$ cat src/rtl/chan_scan_mux.sv
// chan_scan_mux: registered N:1 channel mux with manual select and a
// dwell-timed round-robin scan mode that pulses wrap on return to channel 0.
//
// Ports:
//   clk      in   1               rising-edge clock
//   rst      in   1               asynchronous active-high reset
//   din      in   CHANNELS*WIDTH  packed channel data, channel k at din[k*WIDTH +: WIDTH]
//   sel      in   SEL_W           manual select / scan restart channel on load
//   mode     in   1               0 = manual, 1 = scan
//   load     in   1               scan restart strobe (ignored in manual)
//   y        out  WIDTH           registered selected channel data
//   y_valid  out  1               y came from a legal channel
//   cur_sel  out  SEL_W           channel that produced y
//   wrap     out  1               one-cycle pulse on scan wrap to channel 0
module chan_scan_mux #(
    parameter int WIDTH    = 1,
    parameter int CHANNELS = 8,
    parameter int SEL_W    = 3,
    parameter int DWELL    = 4
) (
    input  logic                      clk,
    input  logic                      rst,
    input  logic [CHANNELS*WIDTH-1:0] din,
    input  logic [SEL_W-1:0]          sel,
    input  logic                      mode,
    input  logic                      load,
    output logic [WIDTH-1:0]          y,
    output logic                      y_valid,
    output logic [SEL_W-1:0]          cur_sel,
    output logic                      wrap
);

    localparam int CW = (DWELL > 1) ? $clog2(DWELL) : 1;
    localparam logic [CW-1:0] CNT_LAST = CW'(DWELL - 1);
    localparam logic [SEL_W-1:0] SEL_LAST = SEL_W'(CHANNELS - 1);
    localparam int unsigned NCH = CHANNELS;

    typedef enum logic {
        ST_MANUAL = 1'b0,
        ST_SCAN   = 1'b1
    } state_t;

    state_t              r_st;
    logic [CW-1:0]       r_cnt;
    logic [WIDTH-1:0]    r_y;
    logic                r_valid;
    logic [SEL_W-1:0]    r_cur_sel;
    logic                r_wrap;

    state_t              w_st_next;
    logic [CW-1:0]       w_cnt_next;
    logic [WIDTH-1:0]    w_y_next;
    logic                w_valid_next;
    logic [SEL_W-1:0]    w_sel_next;
    logic                w_wrap_next;
    logic [WIDTH-1:0]    w_mux;
    logic                w_sel_legal;
    logic                w_cur_legal;

    assign w_sel_legal = (32'(sel) < NCH);
    assign w_cur_legal = (32'(r_cur_sel) < NCH);

    // Data is taken from the channel that cur_sel will show after this
    // edge, so y and cur_sel always move together.
    always_comb begin
        w_mux = '0;
        for (int k = 0; k < CHANNELS; k++) begin
            if (w_sel_next == SEL_W'(k)) begin
                w_mux = din[k*WIDTH +: WIDTH];
            end
        end
    end

    always_ff @(posedge clk or posedge rst) begin
        if (rst) begin
            r_st <= ST_MANUAL;
        end else begin
            r_st <= w_st_next;
        end
    end

    always_comb begin
        w_st_next    = mode ? ST_SCAN : ST_MANUAL;
        w_sel_next   = r_cur_sel;
        w_cnt_next   = '0;
        w_wrap_next  = 1'b0;
        w_valid_next = 1'b0;
        unique case (w_st_next)
            ST_MANUAL: begin
                w_sel_next   = sel;
                w_valid_next = w_sel_legal;
            end
            ST_SCAN: begin
                w_valid_next = 1'b1;
                if (load && w_sel_legal) begin
                    w_sel_next = sel;
                end else if (r_st == ST_MANUAL && !w_cur_legal) begin
                    // Entering scan from an illegal manual select.
                    w_sel_next = '0;
                end else if (r_cnt == CNT_LAST) begin
                    if (r_cur_sel == SEL_LAST) begin
                        w_sel_next  = '0;
                        w_wrap_next = 1'b1;
                    end else begin
                        w_sel_next = r_cur_sel + SEL_W'(1);
                    end
                end else begin
                    w_cnt_next = r_cnt + CW'(1);
                end
            end
            default: begin
                w_valid_next = 1'b0;
            end
        endcase
        w_y_next = w_valid_next ? w_mux : '0;
    end

    always_ff @(posedge clk or posedge rst) begin
        if (rst) begin
            r_cnt     <= '0;
            r_y       <= '0;
            r_valid   <= 1'b0;
            r_cur_sel <= '0;
            r_wrap    <= 1'b0;
        end else begin
            r_cnt     <= w_cnt_next;
            r_y       <= w_y_next;
            r_valid   <= w_valid_next;
            r_cur_sel <= w_sel_next;
            r_wrap    <= w_wrap_next;
        end
    end

    assign y       = r_y;
    assign y_valid = r_valid;
    assign cur_sel = r_cur_sel;
    assign wrap    = r_wrap;

endmodule

$ cat config.mk
export PLATFORM = sky130hd
export DESIGN_NAME = chan_scan_mux
export DESIGN_NICKNAME = d
export VERILOG_FILES = /design/src/rtl/chan_scan_mux.sv
export SDC_FILE = /design/constraint.sdc
export NUM_CORES = 1
export LEC_CHECK = 0
export CAP_MARGIN = 10
export CELL_PAD_IN_SITES_DETAIL_PLACEMENT = 0
export CELL_PAD_IN_SITES_GLOBAL_PLACEMENT = 1
export CORE_UTILIZATION = 31
export DETAILED_ROUTE_END_ITERATION = 10
export PLACE_DENSITY = 0.82
export SLEW_MARGIN = 20
export SYNTH_ARGS = -nofsm -noshare
export SYNTH_HDL_FRONTEND = slang
export SYNTH_SLANG_ARGS = --single-unit
$ cat constraint.sdc
create_clock -name clk -period 2.4 [get_ports clk]
set_input_delay 0.48 -clock clk [delete_from_list [all_inputs] [get_ports clk]]
set_output_delay 0.48 -clock clk [all_outputs]
set_load 0.01 [all_outputs]
==> metrics.yaml, run 1 <==
core-area_um2: 1577
start_util_pct: 34.68
cts_made_buffers: 3
worst_ep_arrival_time_ns: 2.15
crit_path_top_delay_cell: "dfrtp_1"
grt_remaining_overflow: 0
hold_depth: 1
async_flop_share_pct: 100.0
drt_iter0_markers: 4
violations: "design-rule violations"
fp-row-count: 14
avgSynthCellArea_um2: 11.63
post_cts_buffers: 0
met3_usage_pct: 7.500
clk_pin_slew_ns: 0.06
synthFlopType: "dfrtp_1"
fp.dieH_um: 44.00
hp-class: "reg -> reg"
criticalPathCategory: "reg -> reg"
outcome: "finished with violations"
ys_ff_latch: 8
synth_fa_ha_area_share_pct: 6.865
gp_congestion: 0.7974
die_w_um: 44.00
setup_violations: 0
fin_ws_ns: 0.3669
yosys-top-cells-count: "dfrtp_1 (8), nor2_1 (7), and3_1 (3), ha_1 (3), mux2i_1 (3)"
postRouteAntennaNets: 0
crit_required_ns: 2.52
worstReg2RegEnd: "y"
yosysWarnings: 0
r2r_cells: 7
cts.sinks: 8
startpoint_type: "flop"
critPathMaxFanout: 5
cp_cell_sequence: "ha_1 -> ha_1 -> mux2_4 -> and3_1 -> a2111oi_0 -> o21a_1 -> a211oi_2"
cpMostUsedCell: "ha_1"
wirelength_mm: 1.125
synth_top_area_share_pct: 36.61
syn_area_um2: 546.8
cellPowerDensity_nw_per_um2: 461.4
ctsHtreeMaxLevel: 1
drc: 2
maxCapViolCount: 0
final_net_count: 90
grt-busiest-layer: "met2"
cts_tree: "built"
synth_xor_area_share_pct: 0
vias: 436
fmax_mhz: 491.9
grt_pass1_wl_mm: 1.890
portBuffers: 20
final.setup_skew_ns: 0.007394
synthMuxAreaShare_pct: 19.22
detail_route.wl_per_cell_um: 13.08
area_growth_pct: 45.54
end_kind: "flop"
fillCellCount: 146
cp-endpoint: "y"
met2_usage_pct: 22.99
placed_cells: 83
layout-drive-gt1-share_pct: 24.29
track_usage_pct: 14.03
cpPeakStageDelay_ns: 0.41
synthSimpleGateAreaFrac_pct: 15.56
reg2reg_setup_slack_ns: 0.37
synth_edf_count: 0
post-dp-hpwl_um: 886.5
r2r-start: "cur_sel[0]"
slew_violations: 0
finalCoreUtilization_pct: 50.48
vias_per_cell: 5.070
grt_antenna_before_repair: 0
synth-compound-area-share_pct: 18.08
pre_cts_slack_ns: 0.2091
finalCritPeriodShare_pct: 84.71
synth_top_family_by_area: "multiplexers"
pin_count: 21
synthTopCellsByArea: "dfrtp_1 (37%), ha_1 (6.9%), mux2i_1 (5.5%), mux2_4 (5.5%), a2111oi_4 (5.0%)"
cts_hold_buf: 0
hold_violations: 0
diodes: 0
cts-resized-gates: 0
syn_nets: 65
ir_drop_uv: 358.7
first_pass_iters: 7
max-clock-path-buffers: 2
clk_latency_ns: 0.25
leakage_nw: 0.3425
synthCells: 47
startpoint: "cur_sel[0]"
rsz0062_at_grt: "no"
grt_pass1_vias: 464
grt_max_degree: 12
cts-root-buf: "clkbuf_4"
fin_crit_ns: 2.033
fp.dieArea_um2: 1936
fin_tns_setup_ns: 0
yosysSeqAreaShare_pct: 36.61
yosys.area.top_type: "dfrtp_1"
synth_most_common_cell: "dfrtp_1"
ys_types: 26
grtUsageMet1_pct: 16.80
post_layout_nonfiller_instances: 86
==> how the worst min path moves through the flow <==
stage	startpoint	end	slack, ns
2_1_floorplan	rst	cur_sel[0]	0.30
3_3_place_gp	r_cnt[0]	r_cnt[0]	0.43
3_5_place_dp	r_cnt[0]	r_cnt[0]	0.43
4_1_cts	r_cnt[0]	r_cnt[0]	0.43
5_1_grt	r_cnt[0]	r_cnt[0]	0.47
6_report	r_cnt[0]	r_cnt[0]	0.43
==> critical path: cells and delay by family, from the launching register on <==
family,cells,cell delay [ns]
AND/OR/NAND/NOR,1,0.19
adder cells (fa/ha/maj),2,0.47
flip-flops,1,0.41
multiplexers,1,0.30
AO/OA/AOI/OAI,3,0.53
==> report_power, final <==
group	switching [W]	total, W	leakage [nW]	internal [W]
Clock	0.0000444	0.000101	0.0138	0.0000571
Combinational	0.0000478	0.000115	0.231	0.0000675
Sequential	0.00000563	0.000150	0.0982	0.000145
Total	0.0000978	0.000367	0.343	0.000269
==> layer usage <==
metal  wire (um)  up-vias
met4           0        0
met5           0        -
met3          56        0
met2         526       13
met1         542      207
li1            -      216
==> cells in the final DEF (no fill, tap or decap), drive strengths merged, types with 2 or more instances in the layout <==
| cell type | count |
|---|---|
| clkdlybuf4s50 | 20 |
| dfrtp | 8 |
| nor2 | 8 |
| mux2i | 4 |
| mux2 | 4 |
| and3 | 3 |
| ha | 3 |
| clkbuf | 3 |
| buf | 2 |
| inv | 2 |
| a2111oi | 2 |
==> state kept, by name, summed over array words and instances, names as in the netlist <==
signal	count
wrap	1
y_valid	1
r_cnt	2
cur_sel	3
y	1
==> stage by stage <==
step,hold WS [ns],total power (W),instance area (um^2)
finish,0.4347,0.0003672,795.8
global route,0.4669,0.0003947,795.8
CTS,0.4334,0.0003715,795.8
detailed placement,0.4270,0.0002687,773.2
global placement,0.4277,0.0002681,773.2
floorplan,0.2957,0.0002143,546.8
==> kinds of logic after synthesis <==
family                     after synthesis
AOI/OAI and AO/OA                        9
and+or+nand+nor                         14
DFF                                      8
buffers and inverters                    4
other                                    1
adders and majority gates                3
muxes                                    8
==> cell type report <==
cell class              count  area [um^2]  area share, %
clock buffers               3        22.52          2.830
inverters                   2        7.507         0.9434
multi-input cells          35        330.3          41.51
flip-flops and latches      8        200.2          25.16
well taps                  16        20.02          2.516
repair buffers             22        215.2          27.04
No activity file was read; power rests on OpenSTA's default activity.
==> run 2: changes to the inputs <==
--- a/config.mk
+++ b/config.mk
@@ -8,9 +8,9 @@
 export CAP_MARGIN = 10
 export CELL_PAD_IN_SITES_DETAIL_PLACEMENT = 0
 export CELL_PAD_IN_SITES_GLOBAL_PLACEMENT = 1
-export CORE_UTILIZATION = 31
+export CORE_UTILIZATION = 28
 export DETAILED_ROUTE_END_ITERATION = 10
-export PLACE_DENSITY = 0.82
+export PLACE_DENSITY = 0.79
 export SLEW_MARGIN = 20
 export SYNTH_ARGS = -nofsm -noshare
 export SYNTH_HDL_FRONTEND = slang
==> constraint.sdc (replaced) <==
create_clock -name clk -period 1.79 [get_ports clk]
set_input_delay 0.358 -clock clk [delete_from_list [all_inputs] [get_ports clk]]
set_output_delay 0.358 -clock clk [all_outputs]
set_load 0.01 [all_outputs]
==> metrics.yaml, run 2 (synthesized netlist as in run 1, its figures left out) <==
power_w: 0.0005471  # +49%
holdWs_ns: 0.3522  # -0.08246 ns
slew_violations: 0  # unchanged
reg2reg_setup_slack_ns: -0.04  # -0.41 ns
die_w_um: 46.19  # +5.0%
max-clock-path-buffers: 2  # unchanged
cts.sinks: 8  # unchanged
pre_cts_slack_ns: -0.2249  # -0.4340 ns
worst_ep_arrival_time_ns: 2.00  # -0.15 ns
grt_pass1_wl_mm: 2.070  # +9.5%
leakage_nw: 0.3881  # +13%
setup_violations: 1  # +1
finalCritPeriodShare_pct: 102.3  # +18 points
start_util_pct: 30.67  # -4.0 points
maxCapViolCount: 0  # unchanged
final_common_cell: "clkdlybuf4s50_1"
final_cell_mix: "clkdlybuf4s50_1 (20), buf_4 (12), nor2_1 (7)"
largest_reg_flops: 3  # unchanged
cts_tree: "built"
violations: "negative setup slack"
ctsHtreeMaxLevel: 1  # unchanged
fin_crit_ns: 1.832  # -0.2012 ns
gp_congestion: 0.7250  # -9.1%
grt_antenna_before_repair: 0  # unchanged
ir_drop_uv: 266.6  # -26%
seq_power_share_pct: 37.4  # -3.6 points
crit_required_ns: 1.95  # -0.57 ns
fin_ws_ns: -0.04192  # -0.4088 ns
vias_per_cell: 4.481  # -12%
r2r_cells: 7  # unchanged
outcome: "finished with violations"
vias: 475  # +8.9%
placed_cells: 101  # +22%
fillCellCount: 163  # +12%
finalInstanceArea_um2: 960.9  # +21%
grt_max_degree: 12  # unchanged
cpPeakStageDelay_ns: 0.42  # about the same
area_growth_pct: 75.74
grt_remaining_overflow: 0  # unchanged
fp.dieArea_um2: 2134  # +10%
cpMostUsedCell: "ha_4"
end_kind: "flop"
crit_family: "compound AO/OA/AOI/OAI gates"
critPathMaxFanout: 4  # -1
worstReg2RegEnd: "y"
portBuffers: 20  # unchanged
cts_made_buffers: 3  # unchanged
detail_route.wl_per_cell_um: 11.61  # -11%
hold_violations: 0  # unchanged
layout-drive-gt1-share_pct: 44.44  # +20 points
clk_pin_slew_ns: 0.06  # about the same
final.setup_skew_ns: 0.005494  # -0.001900 ns
crit_path_top_delay_cell: "dfrtp_2"
drt_iter0_markers: 4  # unchanged
criticalPathCategory: "reg -> reg"
internal-power_w: 0.0004001  # +49%
wirelength_mm: 1.231  # +9.4%
grt_pass1_vias: 515  # +11%
switching_share_pct: 26.88  # +0.24 points
post-dp-hpwl_mm: 1.015  # +14%
post_layout_nonfiller_instances: 106  # +23%
final_net_count: 100  # +11%
cellPowerDensity_nw_per_um2: 569.4  # +23%
track_usage_pct: 13.71  # -0.32 points
postRouteAntennaNets: 0  # unchanged
pin_count: 21  # unchanged
p_switching_w: 0.0001470  # +50%
clk_latency_ns: 0.25  # about the same
clockPowerShare_pct: 26.2  # -1.4 points
rsz0062_at_grt: "yes"
fp.dieH_um: 46.19  # +5.0%
dpl_cell_area_um2: 904.6  # +17%
cts-root-buf: "clkbuf_4"
path_buf_inv: 0  # unchanged
power_frac_comb_pct: 36.4  # +5.0 points
cp_cell_sequence: "ha_4 -> ha_4 -> mux2_4 -> nor2_4 -> a221o_1 -> a311oi_2 -> a211oi_2"
drc: 0  # -2
core-area_um2: 1783  # +13%
diodes: 0  # unchanged
fp-row-count: 15  # +1
fmax_mhz: 545.9  # +11%
r2r-start: "cur_sel[0]"
hp-class: "in -> async"
startpoint_type: "flop"
first_pass_iters: 4  # -3
==> run 2: cell types whose count changed in the layout (fill, tap and decap cells not counted), moves of 2 or more <==
cell     change
and3_1       -2
and3_4       +2
buf_4       +10
dfrtp_1      -2
dfrtp_2      +2
ha_1         -3
ha_4         +3
==> run 2: area by class of cell <==
| cell class | instances | area (um^2) | share of cell area [%] |
|---|---|---|---|
| clock buffers | 4 | 26.28 | 2.734 |
| inverters | 2 | 7.507 | 0.7812 |
| multi-input cells | 35 | 402.9 | 41.93 |
| flip-flops and latches | 8 | 202.7 | 21.09 |
| well taps | 25 | 31.28 | 3.255 |
| repair buffers | 32 | 290.3 | 30.21 |
==> run 2: metal layers <==
metal  up-vias  track usage (%)  routed length [um]
met3         2            1.569                  42
met4         0            8.235                  12
li1        240                -                   -
met1       217            16.27                 556
met5         -                0                   0
met2        16            23.38                 620
==> run 2: metrics by stage <==
step,TNS [ns],utilization [%]
finish,-0.04192,53.89
global route,-0.09700,53.89
CTS,-0.06771,53.33
detailed placement,-0.2249,50.74
global placement,-0.1848,50.74
floorplan,-0.03988,-
==> run 2: worst max path at each step <==
| stage | startpoint | endpoint | slack [ns] | cells after the start |
|---|---|---|---|---|
| final | cur_sel[0] | y | -0.04 | 7 |
| after global routing | cur_sel[1] | y | -0.1 | 7 |
| after CTS | cur_sel[0] | y | -0.07 | 7 |
| after detailed placement | mode | y | -0.22 | 7 |
| after global placement | mode | y | -0.18 | 7 |
| after floorplan | cur_sel[1] | y | -0.04 | 7 |
==> run 2: power by group through the flow <==
stage / Sequential (W) / Combinational, W / Clock (W)
global placement: 0.000206 / 0.000190 / 0
floorplan: 0.000212 / 0.0000894 / 0
global route: 0.000206 / 0.000216 / 0.000160
detailed placement: 0.000207 / 0.000193 / 0
finish: 0.000205 / 0.000199 / 0.000143
CTS: 0.000204 / 0.000200 / 0.000148
==> run 2: what timing repair did <==
item | CTS | global route
pin swaps | 7 | 5
resized for setup | 1 | 1
setup buffers | 1 | 0
endpoints found under the setup margin | 1 | 1
hold buffers | 0 | 0
